==> src/rtl/led_flash_seq.sv <==
// led_flash_seq: one-hot LED flash sequencer for the game's button LEDs.
// Each accepted command lights one LED for a timed ON window followed by a
// dark GAP, or holds it lit until the next command or clear.
// Optional feature macro: LED_PWM_EN adds a duty input and a free-running
// PWM counter that gates the lit channel for brightness control.
module led_flash_seq #(
  parameter int NUM_LEDS   = 4,
  parameter int IDX_W      = 2,
  parameter int ON_CYCLES  = 12_500_000,
  parameter int GAP_CYCLES = 5_000_000,
  parameter int CNT_W      = 32
`ifdef LED_PWM_EN
  ,
  parameter int PWM_W      = 4
`endif
) (
  input  logic                clock,
  input  logic                resetn,
  input  logic                flash_led,
  input  logic [IDX_W-1:0]    color,
  input  logic                hold,
  input  logic                clear,
`ifdef LED_PWM_EN
  input  logic [PWM_W-1:0]    duty,
`endif
  output logic [NUM_LEDS-1:0] leds,
  output logic                busy,
  output logic                done
);

  typedef enum logic [1:0] {
    IDLE = 2'd0,
    ON   = 2'd1,
    GAP  = 2'd2,
    HOLD = 2'd3
  } state_e;

  // Terminal counts; a zero-length gap still needs a legal compare value.
  localparam logic [CNT_W-1:0] ON_LAST  = CNT_W'(ON_CYCLES - 1);
  localparam logic [CNT_W-1:0] GAP_LAST = CNT_W'((GAP_CYCLES > 0) ? GAP_CYCLES - 1 : 0);

  state_e              state_q, state_d;
  logic [CNT_W-1:0]    timer_q, timer_d;
  logic [IDX_W-1:0]    col_q, col_d;
  logic [NUM_LEDS-1:0] leds_q, leds_d;
  logic                busy_q, busy_d;
  logic                done_q, done_d;
  logic                accept_s;
  logic                lit_s;
  logic                gate_s;

`ifdef LED_PWM_EN
  logic [PWM_W-1:0]    pwm_q, pwm_d;

  // Free-running brightness counter; the lit channel is gated by the value
  // the counter takes on the same edge the LED register updates.
  always_comb begin
    pwm_d  = pwm_q + PWM_W'(1);
    gate_s = (pwm_d < duty);
  end

  // PWM counter register.
  always_ff @(posedge clock or negedge resetn) begin
    if (!resetn) begin
      pwm_q <= '0;
    end else begin
      pwm_q <= pwm_d;
    end
  end
`else
  // Without PWM the lit channel is driven solid.
  always_comb begin
    gate_s = 1'b1;
  end
`endif

  // Next-state, timer and registered-output decode.
  always_comb begin
    state_d  = state_q;
    timer_d  = timer_q;
    col_d    = col_q;
    done_d   = 1'b0;
    accept_s = flash_led && (32'(color) < 32'(NUM_LEDS));
    if (clear) begin
      state_d = IDLE;
      timer_d = '0;
    end else begin
      case (state_q)
        IDLE, HOLD: begin
          if (accept_s) begin
            col_d   = color;
            timer_d = '0;
            state_d = hold ? HOLD : ON;
          end else begin
            state_d = state_q;
          end
        end
        ON: begin
          if (timer_q == ON_LAST) begin
            timer_d = '0;
            if (GAP_CYCLES == 0) begin
              state_d = IDLE;
              done_d  = 1'b1;
            end else begin
              state_d = GAP;
            end
          end else begin
            timer_d = timer_q + CNT_W'(1);
          end
        end
        GAP: begin
          if (timer_q == GAP_LAST) begin
            timer_d = '0;
            state_d = IDLE;
            done_d  = 1'b1;
          end else begin
            timer_d = timer_q + CNT_W'(1);
          end
        end
        default: begin
          state_d = IDLE;
          timer_d = '0;
        end
      endcase
    end
    lit_s  = (state_d == ON) || (state_d == HOLD);
    busy_d = (state_d == ON) || (state_d == GAP);
    if (lit_s && gate_s) begin
      leds_d = NUM_LEDS'(1) << col_d;
    end else begin
      leds_d = '0;
    end
  end

  // State, timer, colour latch and output registers.
  always_ff @(posedge clock or negedge resetn) begin
    if (!resetn) begin
      state_q <= IDLE;
      timer_q <= '0;
      col_q   <= '0;
      leds_q  <= '0;
      busy_q  <= 1'b0;
      done_q  <= 1'b0;
    end else begin
      state_q <= state_d;
      timer_q <= timer_d;
      col_q   <= col_d;
      leds_q  <= leds_d;
      busy_q  <= busy_d;
      done_q  <= done_d;
    end
  end

  assign leds = leds_q;
  assign busy = busy_q;
  assign done = done_q;

endmodule

==> config.mk <==
export PLATFORM = sky130hd
export DESIGN_NAME = led_flash_seq
export DESIGN_NICKNAME = d
export VERILOG_FILES = /design/src/rtl/led_flash_seq.sv
export SDC_FILE = /design/constraint.sdc
export NUM_CORES = 1
export LEC_CHECK = 0
export CORE_MARGIN = 10
export CORE_UTILIZATION = 64
export CTS_CLUSTER_SIZE = 14
export DETAILED_ROUTE_END_ITERATION = 6
export PLACE_DENSITY_LB_ADDON = 0.2
export SETUP_SLACK_MARGIN = 0.05
export SYNTH_ARGS = -nofsm -noshare
export SYNTH_HDL_FRONTEND = slang
export SYNTH_SLANG_ARGS = --single-unit
==> constraint.sdc <==
create_clock -name clock -period 4.1 [get_ports clock]
set_clock_uncertainty 0.2 [all_clocks]
set_input_delay 0.615 -clock clock [delete_from_list [all_inputs] [get_ports clock]]
set_output_delay 0.615 -clock clock [all_outputs]
set_load 0.05 [all_outputs]
== Yosys cells after proc, flatten, opt, wreduce, memory -nomap -nowiden ==
Index checks and enable logic that the tools add are counted.
Word-level totals
  bits in registers: 42
  bits of input ports: 7
  output and inout port bits: 6
  word-level logic and storage cells: 39
Operators by class
  $add $sub $neg: 1
  equality and inequality tests: 9
  shifts and indexed selects: 1
  multiplexer cells: 18
  reduce and logical (&&, ||, !) cells: 4
Operators with widths (number)
  2-to-1 mux 32 bit: 4
  one-hot mux 32 bit (3 select lines): 1
  adder 32 x 1 -> 32 bit, second input constant: 1
  equality test 32 x 23 -> 1 bit, second input constant: 1
  equality test 32 x 24 -> 1 bit, second input constant: 1
  2-to-1 mux 2 bit: 8
  equality test 2 bit, second input constant: 4
  one-hot mux 2 bit (3 select lines): 1
  equality test 2 x 1 -> 1 bit, second input constant: 2
  2-to-1 mux 4 bit: 1
  left shift 1 x 2 -> 4 bit, first input constant: 1
  2-to-1 mux 1 bit: 3
  != test 3 bit, second input constant: 1
  logical NOT 2 bit: 1
  logical OR 1 bit: 2
  OR reduction 2 bit: 1

== Depth between registers and ports, before layout ==
Gate-level depths: netlist (run 1).
  depth after elaboration: 7
  gate-level depth with buffers: 9
  depth with buffers taken out: 7

== Worst setup path before layout (run 1) ==
OpenSTA, ideal clock, no wires.
  path type: register to register
  start: register timer_q[17]
  end: register timer_q[18]
  library setup time: 0.139 ns
  data arrival time: 2.304 ns
  slack: 1.457 ns
  stages on the path, launching flop included: 9
  buffers on the path: 2
  period minus slack after synthesis: 2.643 ns
  cell sequence: dfrtp_1 -> or4b_1 -> or3_4 -> o41ai_4 -> a211oi_2 -> buf_6 -> buf_2 -> a21oi_1 -> a31oi_1
On the way
  longest elaborated chain between the ends: 4
  elaborated cells on any way between the ends: 7
  classes of those cells: add/sub (1); eq/ne (2); mux (4)
RTL lines
  start, declared: line 43  | logic [CNT_W-1:0] timer_q, timer_d;
  start signal, assigned: line 146  | timer_q <= timer_d;
  adder 32 x 1 -> 32 bit (tied with other cells): line 108, 117
  2-to-1 mux 32 bit (on tied branches): line 112, 99
  one-hot mux 32 bit (3 select lines) (*): line 88  | case (state_q)
  2-to-1 mux 32 bit (*): line 84  | if (clear) begin
Every way passes the cells marked *; elsewhere a longest branch is shown, timed or not.
A chain may end at the register's enable or synchronous reset.

== Worst setup path in the final report (run 1) ==
  start: register timer_q[0]
  end: register timer_q[17]
The elaborated chain is that of the path after synthesis.

==> results_dict.tcl, run 1 <==
set metrics [dict create \
    status "complete, no violations" \
    synth_edf_count 0 \
    min_period_over_period 0.808 \
    yosysWarnings 0 \
    final_hold_viol_count 0 \
    synth_nets 278 \
    synthMuxAreaShare 0.00825 \
    crit_start "timer_q[0]" \
    grt_pass1_wl_mm 9.29 \
    cts_buffers 5 \
    min_path_type "in2async" \
    ys_seq_area_frac 0.433 \
    power_density_nw_per_um2 414 \
    cellInternalPower_uw 688 \
    synth.top_cell.area_share 0.433 \
    yosysTopAreaCell "dfrtp_1" \
    grt.overflow.total 0 \
    fin_tns_setup_ns 0 \
    htreeDepth 2 \
    rsz0062_at_grt "no" \
    cts_buffer_depth 2 \
    clock-sinks 42 \
    wl_mm 5.32 \
    core_um2 3660 \
    end_kind "flip-flop" \
    synth_top_family_by_area "simple AND/OR/NAND/NOR gates" \
    r2r_setup_slack_ns 0.79 \
    period_needed_ns 3.31 \
    total_power_mw 1.09 \
    route.detailed.wl_per_inst_um 16.5 \
    synth_fa_ha_area_frac 0.0155 \
    cts_resized 0 \
    syn_to_final_growth_pct 8.66 \
    dp_cells 315 \
    setup_viol 0 \
    max-vdd-ir-drop_mv 0.290 \
    cts_setup_buffers 0 \
    nNetsFinal 284 \
    clkPwrFrac 0.250 \
    die_w_um 81.6 \
    ant_nets 0 \
    place_area_um2 2540 \
    wl_met1_mm 2.44 \
    drtIter0Drc 270 \
    dieHeight_um 81.6 \
    critical_path_class "reg2reg" \
    hold_ws_ns 0.247 \
    synth_compound_area_frac 0.227 \
    gp_congestion 0.836 \
    worst_slew_pin_slew_ns 1.13 \
    highest-signal-layer "met4" \
    crit_path_end "timer_q[17]" \
    synth-seq-cells 42 \
    first_pass_iters 4 \
    cp.arrival_ns 3.33 \
    port_buffers 12 \
    vias_per_cell 6.42 \
    finish.utilization 0.720 \
    synth-simple-area-share 0.260 \
    p_sw_uw 404 \
    instances_no_fill 323 \
    route.met2.wl_mm 2.56 \
    synth_cells 268 \
    slowest_stage "a211oi_4" \
    rows 22 \
    r2r_end "timer_q[17]" \
    synth_area_leaders "dfrtp_1 (43%), a31oi_1 (5.2%), a21oi_1 (3.7%), nand2_1 (3.7%), nand3_1 (3.5%)" \
    drc_errors 0 \
    dr_wl_met3_um 253 \
    critPathRequiredTime_ns 4.12 \
    fin_ws_ns 0.787 \
    clock-root-buffer "clkbuf_8" \
    fin_area_um2 2640 \
    reg2reg_depth 8 \
    cap_violations 0 \
    insertion_delay_ns 0.29 \
    start_util 0.663 \
    clkTransAtPathRegs_ns 0.09 \
    synth_xor_area_frac 0.00361 \
    finalMaxSlewViolations 0 \
    io_pins 13 \
    dp_hpwl_mm 3.71 \
    drive_gt1_frac 0.0800 \
    avgSynthCellArea_um2 9.05 \
    diodes 0 \
    max_freq_mhz 302 \
    antenna_found_initial 0 \
    max_stage_delay_ns 0.98 \
    r2r-start "timer_q[0]" \
    slew_headroom 0.243 \
    syn-cell-area_um2 2430 \
    grt_max_degree 43 \
    preCtsSetupSlack_ns 0.806 \
    die_area_um2 6650 \
    leakagePower_nw 1.03 \
    ys_types 51 \
    grtUsageTotal 0.173 \
    cts_hold_buf 0 \
    grt_pass1_vias 1939 \
    pwr-share-seq 0.429 \
    worstPathMaxFanout 29 \
    async_flop_share 1.00 \
    cp-start-kind "flip-flop" \
    num_vias 2075 \
    cts_tree "done" \
    path_cells "ha_1 > and4_1 > nand4_1 > o41ai_1 > a211oi_4 > buf_4 > o21ai_0 > a31oi_1" \
    swShare 0.370 \
    comb_power_share 0.321 \
    synth_ff_type "dfrtp_1" \
]
## placed cells by master (no fill, tap or decap), drive strengths merged, types with 3 or more instances in the layout
master and count:
nor4 5, or3 5, nor3 5, nand2b 4, inv 12, and4 4
nand2 24, a21oi 18, and3 11, nand4 10, nand3 17, buf 3
a211o 4, o21ai 18, ha 3, clkdlybuf4s50 11, dfrtp 42, a31oi 20
clkbuf 5, nor2 14
## flip-flops by register name (all words and copies together), names as in the netlist
name	flops
leds	4
state_q	2
busy	1
col_q	2
done	1
timer_q	32
## cells in the mapped netlist, types with 5 or more instances
| library cell | instances |
|---|---|
| nand2_1 | 24 |
| a31oi_1 | 20 |
| clkbuf_1 | 6 |
| and3_1 | 11 |
| nand4_1 | 10 |
| dfrtp_1 | 42 |
| o21ai_0 | 15 |
| nor3_1 | 5 |
| nand3_1 | 17 |
| nor2_1 | 14 |
| inv_1 | 11 |
| a21oi_1 | 18 |
| nor4_1 | 5 |
## metal layers
metal  GRT usage  up-vias
met1       0.235      988
met2       0.280       53
met5           0        -
met3      0.0317        8
met4      0.0408        0
li1            -     1026
## cell families after synthesis
group	Yosys count
AO/OA/AOI/OAI	81
XOR/XNOR	1
adder cells (fa/ha/maj)	3
buffers and inverters	26
flip-flops	42
multiplexers	2
AND/OR/NAND/NOR	113
## worst max-delay path: cells and delay by family, from the launching register on
kind | cells | cell delay, ns
fa+ha+maj | 1 | 0.26
compound gates | 4 | 1.46
flops | 1 | 0.42
simple gates | 2 | 0.52
buf+inv | 1 | 0.39
## how the worst min path moves through the flow
stage                 from           to  slack, ns  cells past startpoint
2_1_floorplan       resetn         busy       0.12                      0
3_3_place_gp   timer_q[31]  timer_q[31]       0.25                      1
3_5_place_dp   timer_q[31]  timer_q[31]       0.26                      1
4_1_cts             resetn  timer_q[13]       0.28                      1
5_1_grt        timer_q[31]  timer_q[31]       0.30                      1
6_report            resetn   timer_q[8]       0.25                      1
## cell type report
cell class	count	area, µm²
multi-input combinational	200	1260
clock buffer	5	68.8
timing repair buffer	14	130
tap	48	60.1
sequential	42	1050
inverter	11	41.3
clock inverter	3	23.8
fill	278	1020
## power groups by stage
stage,registers (mW),clock network (mW),logic [mW]
2_1_floorplan,0.518,0,0.220
3_3_place_gp,0.475,0,0.343
3_5_place_dp,0.476,0,0.349
4_1_cts,0.468,0.276,0.350
5_1_grt,0.473,0.291,0.391
6_report,0.468,0.274,0.351
Power figures use the tool's default switching activity.
==> inputs of run 2 (changes only) <==
Settings changed: CORE_UTILIZATION 64 to 59.
Clock period 4.1 ns to 3.24 ns, I/O delays scaled along.
==> results_dict.tcl, run 2 (same netlist as run 1, synthesis figures left out) <==
set metrics [dict create \
    leakagePower_nw 1.10 \
    grt_max_degree 43 \
    rsz0062_at_grt "no" \
    status "complete, no violations" \
    critPathBufInv 1 \
    pwr-share-seq 0.374 \
    min_period_over_period 0.918 \
    p_sw_uw 520 \
    die_area_um2 7080 \
    power_density_nw_per_um2 577 \
    fin_area_um2 2750 \
    worstPathMaxFanout 28 \
    swShare 0.328 \
    grt_pass1_vias 2023 \
    dieHeight_um 84.1 \
    cp-start-kind "flip-flop" \
    dp_hpwl_mm 3.83 \
    critPathRequiredTime_ns 3.23 \
    start_util 0.607 \
    grtUsageTotal 0.161 \
    htreeDepth 2 \
    total_power_mw 1.58 \
    final_common_cell "dfrtp_1" \
    wl_mm 5.62 \
    clock-sinks 42 \
    cts_resized 0 \
    ant_nets 0 \
    antenna_found_initial 0 \
    rows 23 \
    regArea_um2 1050 \
    finish.utilization 0.687 \
    max-vdd-ir-drop_mv 0.305 \
    multi_input_area_um2 1260 \
    die_w_um 84.1 \
    largest-register "timer_q" \
    route.detailed.wl_per_inst_um 17.0 \
    reg2reg_depth 8 \
    port_buffers 12 \
    cts_hold_buf 0 \
    min_path_type "in2async" \
    max_stage_delay_ns 0.62 \
    cts_buffer_depth 2 \
    instances_no_fill 331 \
    critPathTopFamily "compound AO/OA/AOI/OAI gates" \
    clkTransAtPathRegs_ns 0.09 \
    core_um2 4000 \
    end_kind "flip-flop" \
    cellInternalPower_mw 1.06 \
    cts_setup_buffers 0 \
    syn_to_final_growth_pct 13.2 \
    worst_slew_pin_slew_ns 0.936 \
    period_needed_ns 2.97 \
    slowest_stage "o41ai_4" \
    largest_reg_flops 32 \
    dp_cells 323 \
    io_pins 13 \
    finalMaxSlewViolations 0 \
    cp.depth 8 \
    layout_common_cells "dfrtp_1 (42), nand2_1 (24), a31oi_1 (20)" \
    slew_headroom 0.376 \
    drtIter0Drc 149 \
    num_vias 2120 \
    final_hold_viol_count 0 \
    fin_tns_setup_ns 0 \
    insertion_delay_ns 0.31 \
    drive_gt1_frac 0.0996 \
    comb_power_share 0.300 \
    setup_viol 0 \
    diodes 0 \
    path_cells "ha_1 > and4_1 > nand4_1 > o41ai_4 > a211oi_4 > buf_12 > a21o_1 > a22o_1" \
    vias_per_cell 6.40 \
    nNetsFinal 290 \
    gp_congestion 0.864 \
    max_freq_mhz 336 \
    cts_tree "done" \
    drc_errors 0 \
    grt_pass1_wl_mm 9.69 \
    place_area_um2 2600 \
    clock-root-buffer "clkbuf_8" \
    clkPwrFrac 0.327 \
    grt.overflow.total 0 \
    first_pass_iters 4 \
    cap_violations 0 \
    cp.arrival_ns 2.96 \
    cts_buffers 5 \
    nFillCells 321 \
    critical_path_class "reg2reg" \
]
## run 2: metrics by stage
stage          setup WS (ns)  hold WS, ns
6_report               0.266        0.111
5_1_grt                0.100        0.186
4_1_cts                0.293        0.140
3_5_place_dp           0.325        0.277
3_3_place_gp           0.401        0.256
2_1_floorplan          0.597     -0.00959
## run 2: final cells by class
class	count	area share
clock buffer	6	0.0301
clock inverter	2	0.0219
inverter	11	0.0150
multi-input combinational	200	0.459
sequential	42	0.383
tap	50	0.0228
timing repair buffer	20	0.0683
## run 2: worst paths after layout
path                          endpoint  slack [ns]         from
setup reg to reg            timer_q[3]        0.27   timer_q[0]
min in group clock         timer_q[31]        0.30  timer_q[31]
hold / removal             timer_q[12]        0.11       resetn
setup / recovery            timer_q[3]        0.27   timer_q[0]
hold reg to reg            timer_q[31]        0.30  timer_q[31]
max in group asynchronous     col_q[0]        2.14       resetn
## run 2: worst register-to-register path: cells and delay by family (launching register included)
kind                     cells  cell delay (ns)
AO/OA/AOI/OAI                4             1.21
adder cells (fa/ha/maj)      1             0.23
buffers and inverters        1             0.24
flip-flops                   1             0.40
AND/OR/NAND/NOR              2             0.59
## run 2: per-layer routing
metal  vias to the layer above  track usage  wire (µm)
met5                         -            0          0
met4                         0       0.0518         60
met3                         6       0.0361        330
met2                        65        0.256       2710
met1                      1014        0.211       2520
li1                       1035            -          -
## run 2: power by group through the flow
stage	Sequential (mW)	Combinational (mW)	Clock, mW
final	0.592	0.474	0.518
after global routing	0.599	0.522	0.541
after CTS	0.592	0.473	0.522
after detailed placement	0.603	0.471	0
after global placement	0.599	0.460	0
after floorplan	0.655	0.279	0
==> inputs of run 3 (changes only) <==
Settings changed: TNS_END_PERCENT set to 5.
==> results of run 3 <==
No change in the layout: final DEF, timing and power equal those of run 2.
